--- src/rtl/flag_ckpt_reg.sv ---
// Purpose : condition-flag register with per-bit write mask, same-cycle forwarding and a LIFO checkpoint stack.
// Latency : writes, pushes and pops take effect on the next rising edge; fwd_flags is combinational.
// Backpressure: none; a push while full or a pop while empty is dropped and raises a sticky error bit.
//
// Ports:
//   clk, reset            rising-edge clock, asynchronous active-high reset
//   wr_en/wr_mask/in_flags  masked flag write request
//   push/pop              save current flags to / restore flags from the checkpoint stack
//   clr_err               clear sticky err_ovf/err_udf
//   out_flags             registered flag state
//   fwd_flags             merged write value when writing without a pop, else out_flags
//   depth/full/empty      stack occupancy decodes of registered state
//   err_ovf/err_udf       sticky overflow / underflow indications
module flag_ckpt_reg #(
    parameter int                    NUM_FLAGS = 4,
    parameter int                    DEPTH     = 4,
    parameter logic [NUM_FLAGS-1:0]  RESET_VAL = '0
) (
    input  logic                          clk,
    input  logic                          reset,
    input  logic                          wr_en,
    input  logic [NUM_FLAGS-1:0]          wr_mask,
    input  logic [NUM_FLAGS-1:0]          in_flags,
    input  logic                          push,
    input  logic                          pop,
    input  logic                          clr_err,
    output logic [NUM_FLAGS-1:0]          out_flags,
    output logic [NUM_FLAGS-1:0]          fwd_flags,
    output logic [$clog2(DEPTH+1)-1:0]    depth,
    output logic                          full,
    output logic                          empty,
    output logic                          err_ovf,
    output logic                          err_udf
);

    localparam int DW = $clog2(DEPTH + 1);

    logic [NUM_FLAGS-1:0] flags_q, flags_d;
    logic [DW-1:0]        depth_q, depth_d;
    logic                 err_ovf_q, err_ovf_d;
    logic                 err_udf_q, err_udf_d;
    logic [NUM_FLAGS-1:0] stack_q [DEPTH];

    logic                 full_w, empty_w;
    logic                 push_only, pop_only;
    logic                 do_push, do_pop;
    logic [NUM_FLAGS-1:0] merged;
    logic [NUM_FLAGS-1:0] top;

    always_comb begin
        full_w    = (depth_q == DW'(DEPTH));
        empty_w   = (depth_q == '0);
        // Simultaneous push and pop cancel: no stack movement, no error.
        push_only = push & ~pop;
        pop_only  = pop & ~push;
        do_push   = push_only & ~full_w;
        do_pop    = pop_only & ~empty_w;

        merged = (flags_q & ~wr_mask) | (in_flags & wr_mask);

        // Decode-select the top entry to keep index widths independent of DEPTH.
        top = '0;
        for (int i = 0; i < DEPTH; i++) begin
            if (depth_q == DW'(i + 1)) begin
                top = stack_q[i];
            end
        end

        // A successful pop overrides any write; a failed pop lets the write through.
        flags_d = flags_q;
        if (do_pop) begin
            flags_d = top;
        end else if (wr_en) begin
            flags_d = merged;
        end

        depth_d = depth_q;
        if (do_push) begin
            depth_d = depth_q + DW'(1);
        end else if (do_pop) begin
            depth_d = depth_q - DW'(1);
        end

        // New error wins over a same-cycle clear.
        err_ovf_d = (push_only & full_w)  | (err_ovf_q & ~clr_err);
        err_udf_d = (pop_only  & empty_w) | (err_udf_q & ~clr_err);

        fwd_flags = (wr_en & ~pop) ? merged : flags_q;
    end

    always_ff @(posedge clk or posedge reset) begin
        if (reset) begin
            flags_q   <= RESET_VAL;
            depth_q   <= '0;
            err_ovf_q <= 1'b0;
            err_udf_q <= 1'b0;
            for (int i = 0; i < DEPTH; i++) begin
                stack_q[i] <= '0;
            end
        end else begin
            flags_q   <= flags_d;
            depth_q   <= depth_d;
            err_ovf_q <= err_ovf_d;
            err_udf_q <= err_udf_d;
            // Checkpoint captures the pre-write flags.
            for (int i = 0; i < DEPTH; i++) begin
                if (do_push && (depth_q == DW'(i))) begin
                    stack_q[i] <= flags_q;
                end
            end
        end
    end

    assign out_flags = flags_q;
    assign depth     = depth_q;
    assign full      = full_w;
    assign empty     = empty_w;
    assign err_ovf   = err_ovf_q;
    assign err_udf   = err_udf_q;

endmodule

--- config.mk ---
export PLATFORM = sky130hd
export DESIGN_NAME = flag_ckpt_reg
export DESIGN_NICKNAME = d
export VERILOG_FILES = /design/src/rtl/flag_ckpt_reg.sv
export SDC_FILE = /design/constraint.sdc
export NUM_CORES = 1
export LEC_CHECK = 0
export BUFFER_PORTS_ARGS = -buffer_cell sky130_fd_sc_hd__buf_2
export CAP_MARGIN = 10
export CORE_ASPECT_RATIO = 1.1
export CORE_MARGIN = 4
export CORE_UTILIZATION = 55
export CTS_BUF_LIST = sky130_fd_sc_hd__clkbuf_4
export DETAILED_ROUTE_END_ITERATION = 7
export GPL_TIMING_DRIVEN = 1
export PLACE_DENSITY = 0.8
export SETUP_SLACK_MARGIN = 0.15
export SYNTH_ARGS = -nofsm -noshare
export SYNTH_HDL_FRONTEND = slang
export SYNTH_SLANG_ARGS = --single-unit
--- constraint.sdc ---
create_clock -name clk -period 2.89 [get_ports clk]
set_clock_uncertainty 0.1 [all_clocks]
set_input_delay 0.289 -clock clk [delete_from_list [all_inputs] [get_ports clk]]
set_output_delay 0.289 -clock clk [all_outputs]
set_load 0.01 [all_outputs]
# Word level (Yosys, flattened, before mapping)
# Cells that the tools add are included.
# Widths: inputs -> output; s select.
# word_totals
register_bits,25
out_inout_bits,15
wordCells,50
# op_classes
add_sub_neg,2
n_eq_ne,4
mux,9
bitwise,20
n_reduce_logical,7
# op_table
operator,n
$mux 4,7
$and 1x1->1,9
$and 4x4->4,2
$eq 3x2->1 const B,2
$mux 3,2
$not 1->1,5
$logic_and 1x1->1,4
$not 4->4,1
$or 4x4->4,1
$reduce_bool 2->1,2
$add 3x1->3 const B,1
$eq 3x1->1 const B,1
$eq 3x3->1 const B,1
$logic_not 3->1,1
$sub 3x1->3 const B,1
$or 1x1->1,2

# Depth between registers and ports, before layout
# logic_depth
ltp_word,6
ltp_mapped,7
mapped_depth_nobuf,6

# Worst setup path before layout
# OpenSTA, ideal clock, no wires.
# synth_timing
path_kind,flip-flop to flip-flop
startpoint,register depth_q[2] (netlist: depth[2])
endpoint,register flags_q[0] (netlist: out_flags[0])
setup_ns,0.101
arrival_time_ns,1.680
required_time_ns,2.689
slack_ns,1.009
path_stages_with_launch,7
path_buffers,1
period_less_slack_ns,1.881
path_cell_list,dfrtp_1 -> buf_2 -> inv_1 -> ha_1 -> nor3_1 -> a221oi_1 -> o32ai_1
# synth_between
elab_chain_cells,6
elab_cells_between_ends,13
cone_classes,4 x eq/ne; 5 x mux; 2 x bitwise; 2 x reduce/logical
# synth_rtl
item,line,source
start: declaration,39,"logic [DW-1:0] depth_q, depth_d;"
start signal: assignment,102,depth_q <= depth_d;
$eq 3x1->1,64,if (depth_q == DW'(i + 1)) begin
$mux 4 (4 in series),64,
$mux 4,71,if (do_pop) begin
end signal: assignment,101,flags_q <= flags_d;
end: declaration,38,"logic [NUM_FLAGS-1:0] flags_q, flags_d;"
# Several ways; a longest one is shown, not always the timed one.
# A chain may end at the register's enable or synchronous reset.

# Worst setup path in the final report
# layout_timing
startpoint,register depth_q[2] (netlist: depth[2])
endpoint,register flags_q[3] (netlist: out_flags[3])
# The elaborated chain is that of the path after synthesis.

==> metrics <==
Via Count=1105; Pwr Density=947 nW/um2; reg-to-reg startpoint=depth[2]; syn nets=152; Starting Density=57.4%; Post-DP Area=1570 um2; CP Cell Sequence=inv_1 -> ha_1 -> nor3_1 -> a221oi_1 -> o32ai_1; P&R area growth vs syn=12.0%; WL final=3.17 mm; Slew Limit Fails=0; Initial DRC Count=40; setup TNS=0 ns; commonest cells after routing, fill and taps aside=buf_2 (28), dfrtp_1 (25), nand2_1 (19); Max Root-Sink Buffers=2; initial antenna violation count=0; root buffer cell=clkbuf_4; first-pass GRT wire length=5.04 mm; design area=1600 um2; Setup Buffers After CTS=0; Overall Global Routing Usage=18.9%; Pwr Total=1.52 mW; syn avg cell area=10.9 um2; row count=19; I/O pins=29; reg2reg path depth=5; status=finished, final reports clean; worst slew pin tran=0.955 ns; count of final hold-check violations=0; RSZ-0062 raised after global routing=false; Tmin final=2.21 ns; Slowest cell on crit path=dfrtp_1; Post-CTS Resized=0; Achievable Freq=0.452 GHz; Leak=0.838 nW; I/O Buffers=28; non-filler cells, final=190; post-synthesis register bit count=25; Reg2Reg Setup Slack=0.68 ns; # setup viols final=0; Final Cycle Share=76.5%; CTS Hold Bufs=0; CTS tree=built; # fillers=200; WP data arrival=2.35 ns; Core ar.=2500 um2; die width=56.7 um; drt wl/cell=16.7 um; Cells after DPL=186; Worst slew margin=36.3%; # clock sinks=25; reg-to-reg endpoint=out_flags[3]; Post-Syn Area=1430 um2; first-pass detailed-route iteration total=4; vias in the first global route=1088; NumNets Final=180; Max stage delay on crit path=0.61 ns; cts bufs inserted=3; Yosys cell types=29; # diodes=0; VDD IR max=0.596 mV; GP Congestion=0.908; commonest non-fill, non-tap cell in the layout=buf_2; Reg clk slew, reported paths=0.14 ns; kind of end point of the critical path=flop; H-tree depth=1; Die ar.=3490 um2; layout cells sized above 1=37.1%; crit path max fanout=12; Yosys warning total=0; worst min path class=input port to async pin; CP required=3.02 ns; post-DP HPWL=2.39 mm; startpoint types=flop; post-synthesis instance total=132; DRC violations left=0; ANT nets after route=0; Clk Latency, worst-skew pair=0.32 ns; total grt overflow=0; Max-Cap Viols=0; kind of critical path=flop to flop; largest net degree at the start of global routing=26; Die Span Y=61.5 um; via/cell ratio=5.82; post-synthesis sequential area ratio=43.7%
## Yosys cell counts, drive strengths merged
library cell / n / area share [%]
a2111oi: 1 / 0.61
a21o: 1 / 0.52
a21oi: 7 / 2.7
a221oi: 5 / 3.1
a22oi: 1 / 0.52
and3: 1 / 0.44
buf: 5 / 2.6
dfrtp: 25 / 44
ha: 6 / 5.2
inv: 9 / 2.4
mux2: 20 / 17
mux2i: 5 / 3.5
nand2: 20 / 5.4
nand2b: 5 / 3.2
nor2: 8 / 2.6
nor2b: 2 / 0.87
nor3: 1 / 0.35
o21ai: 1 / 0.35
o22ai: 2 / 0.87
o311ai: 1 / 0.61
o32ai: 4 / 2.4
xnor2: 1 / 0.61
xor2: 1 / 0.61
## layer usage
| metal | track usage [%] | part of all wire (%) | vias up |
|---|---|---|---|
| li1 | - | - | 522 |
| met1 | 23.7 | 42 | 538 |
| met2 | 33.0 | 52 | 39 |
| met3 | 2.31 | 4.3 | 6 |
| met5 | 0 | 0 | - |
| met4 | 9.15 | 1.6 | 0 |
## area by class of cell
class,count,area (um2),area share [%]
multi-input combinational,93,736,45.9
clock buffer,3,22.5,1.40
timing repair buffer,28,140,8.74
clock inverter,1,7.51,0.468
tap,31,38.8,2.42
inverter,9,33.8,2.11
sequential,25,626,39.0
## sequential cells by signal (all words and copies together), names as in the netlist
signal	flops
err_ovf	1
out_flags	4
stack_q	16
depth	3
err_udf	1
## where the power goes
part | internal, mW | leakage (nW) | switching (mW)
clock network | 0.0528 | 0.0139 | 0.109
logic | 0.335 | 0.501 | 0.362
registers | 0.498 | 0.322 | 0.161
## critical path: cells and delay by family (launching register included)
family                   cells  cell delay (ns)
buffers and inverters        1             0.19
AO/OA/AOI/OAI                2             0.47
flip-flops                   1             0.61
adder cells (fa/ha/maj)      1             0.33
AND/OR/NAND/NOR              1             0.42
## how the worst max path moves through the flow
stage / endpoint / from
final: out_flags[3] / depth[2]
after global routing: out_flags[0] / depth[2]
after CTS: out_flags[2] / depth[2]
after detailed placement: out_flags[2] / depth[2]
after global placement: out_flags[0] / depth[2]
after floorplan: out_flags[0] / depth[2]
## cells by family after synthesis
logic type      after synthesis  share of synthesized area, %
simple gates                 37                          12.9
xor+xnor                      2                          1.22
compound gates               23                          11.7
mux                          25                          20.3
buf+inv                      14                          4.98
flops                        25                          43.7
fa+ha+maj                     6                          5.24
## per-stage QoR
step	utilization [%]	hold WS, ns	setup slack, ns
global placement	63.1	0.389	0.895
global route	64.3	0.0461	0.493
CTS	64.3	0.0535	0.731
finish	64.3	0.0571	0.678
floorplan	-	0.216	1.01
detailed placement	63.1	0.396	0.730
Note: power is estimated with default switching activity, not from simulation.
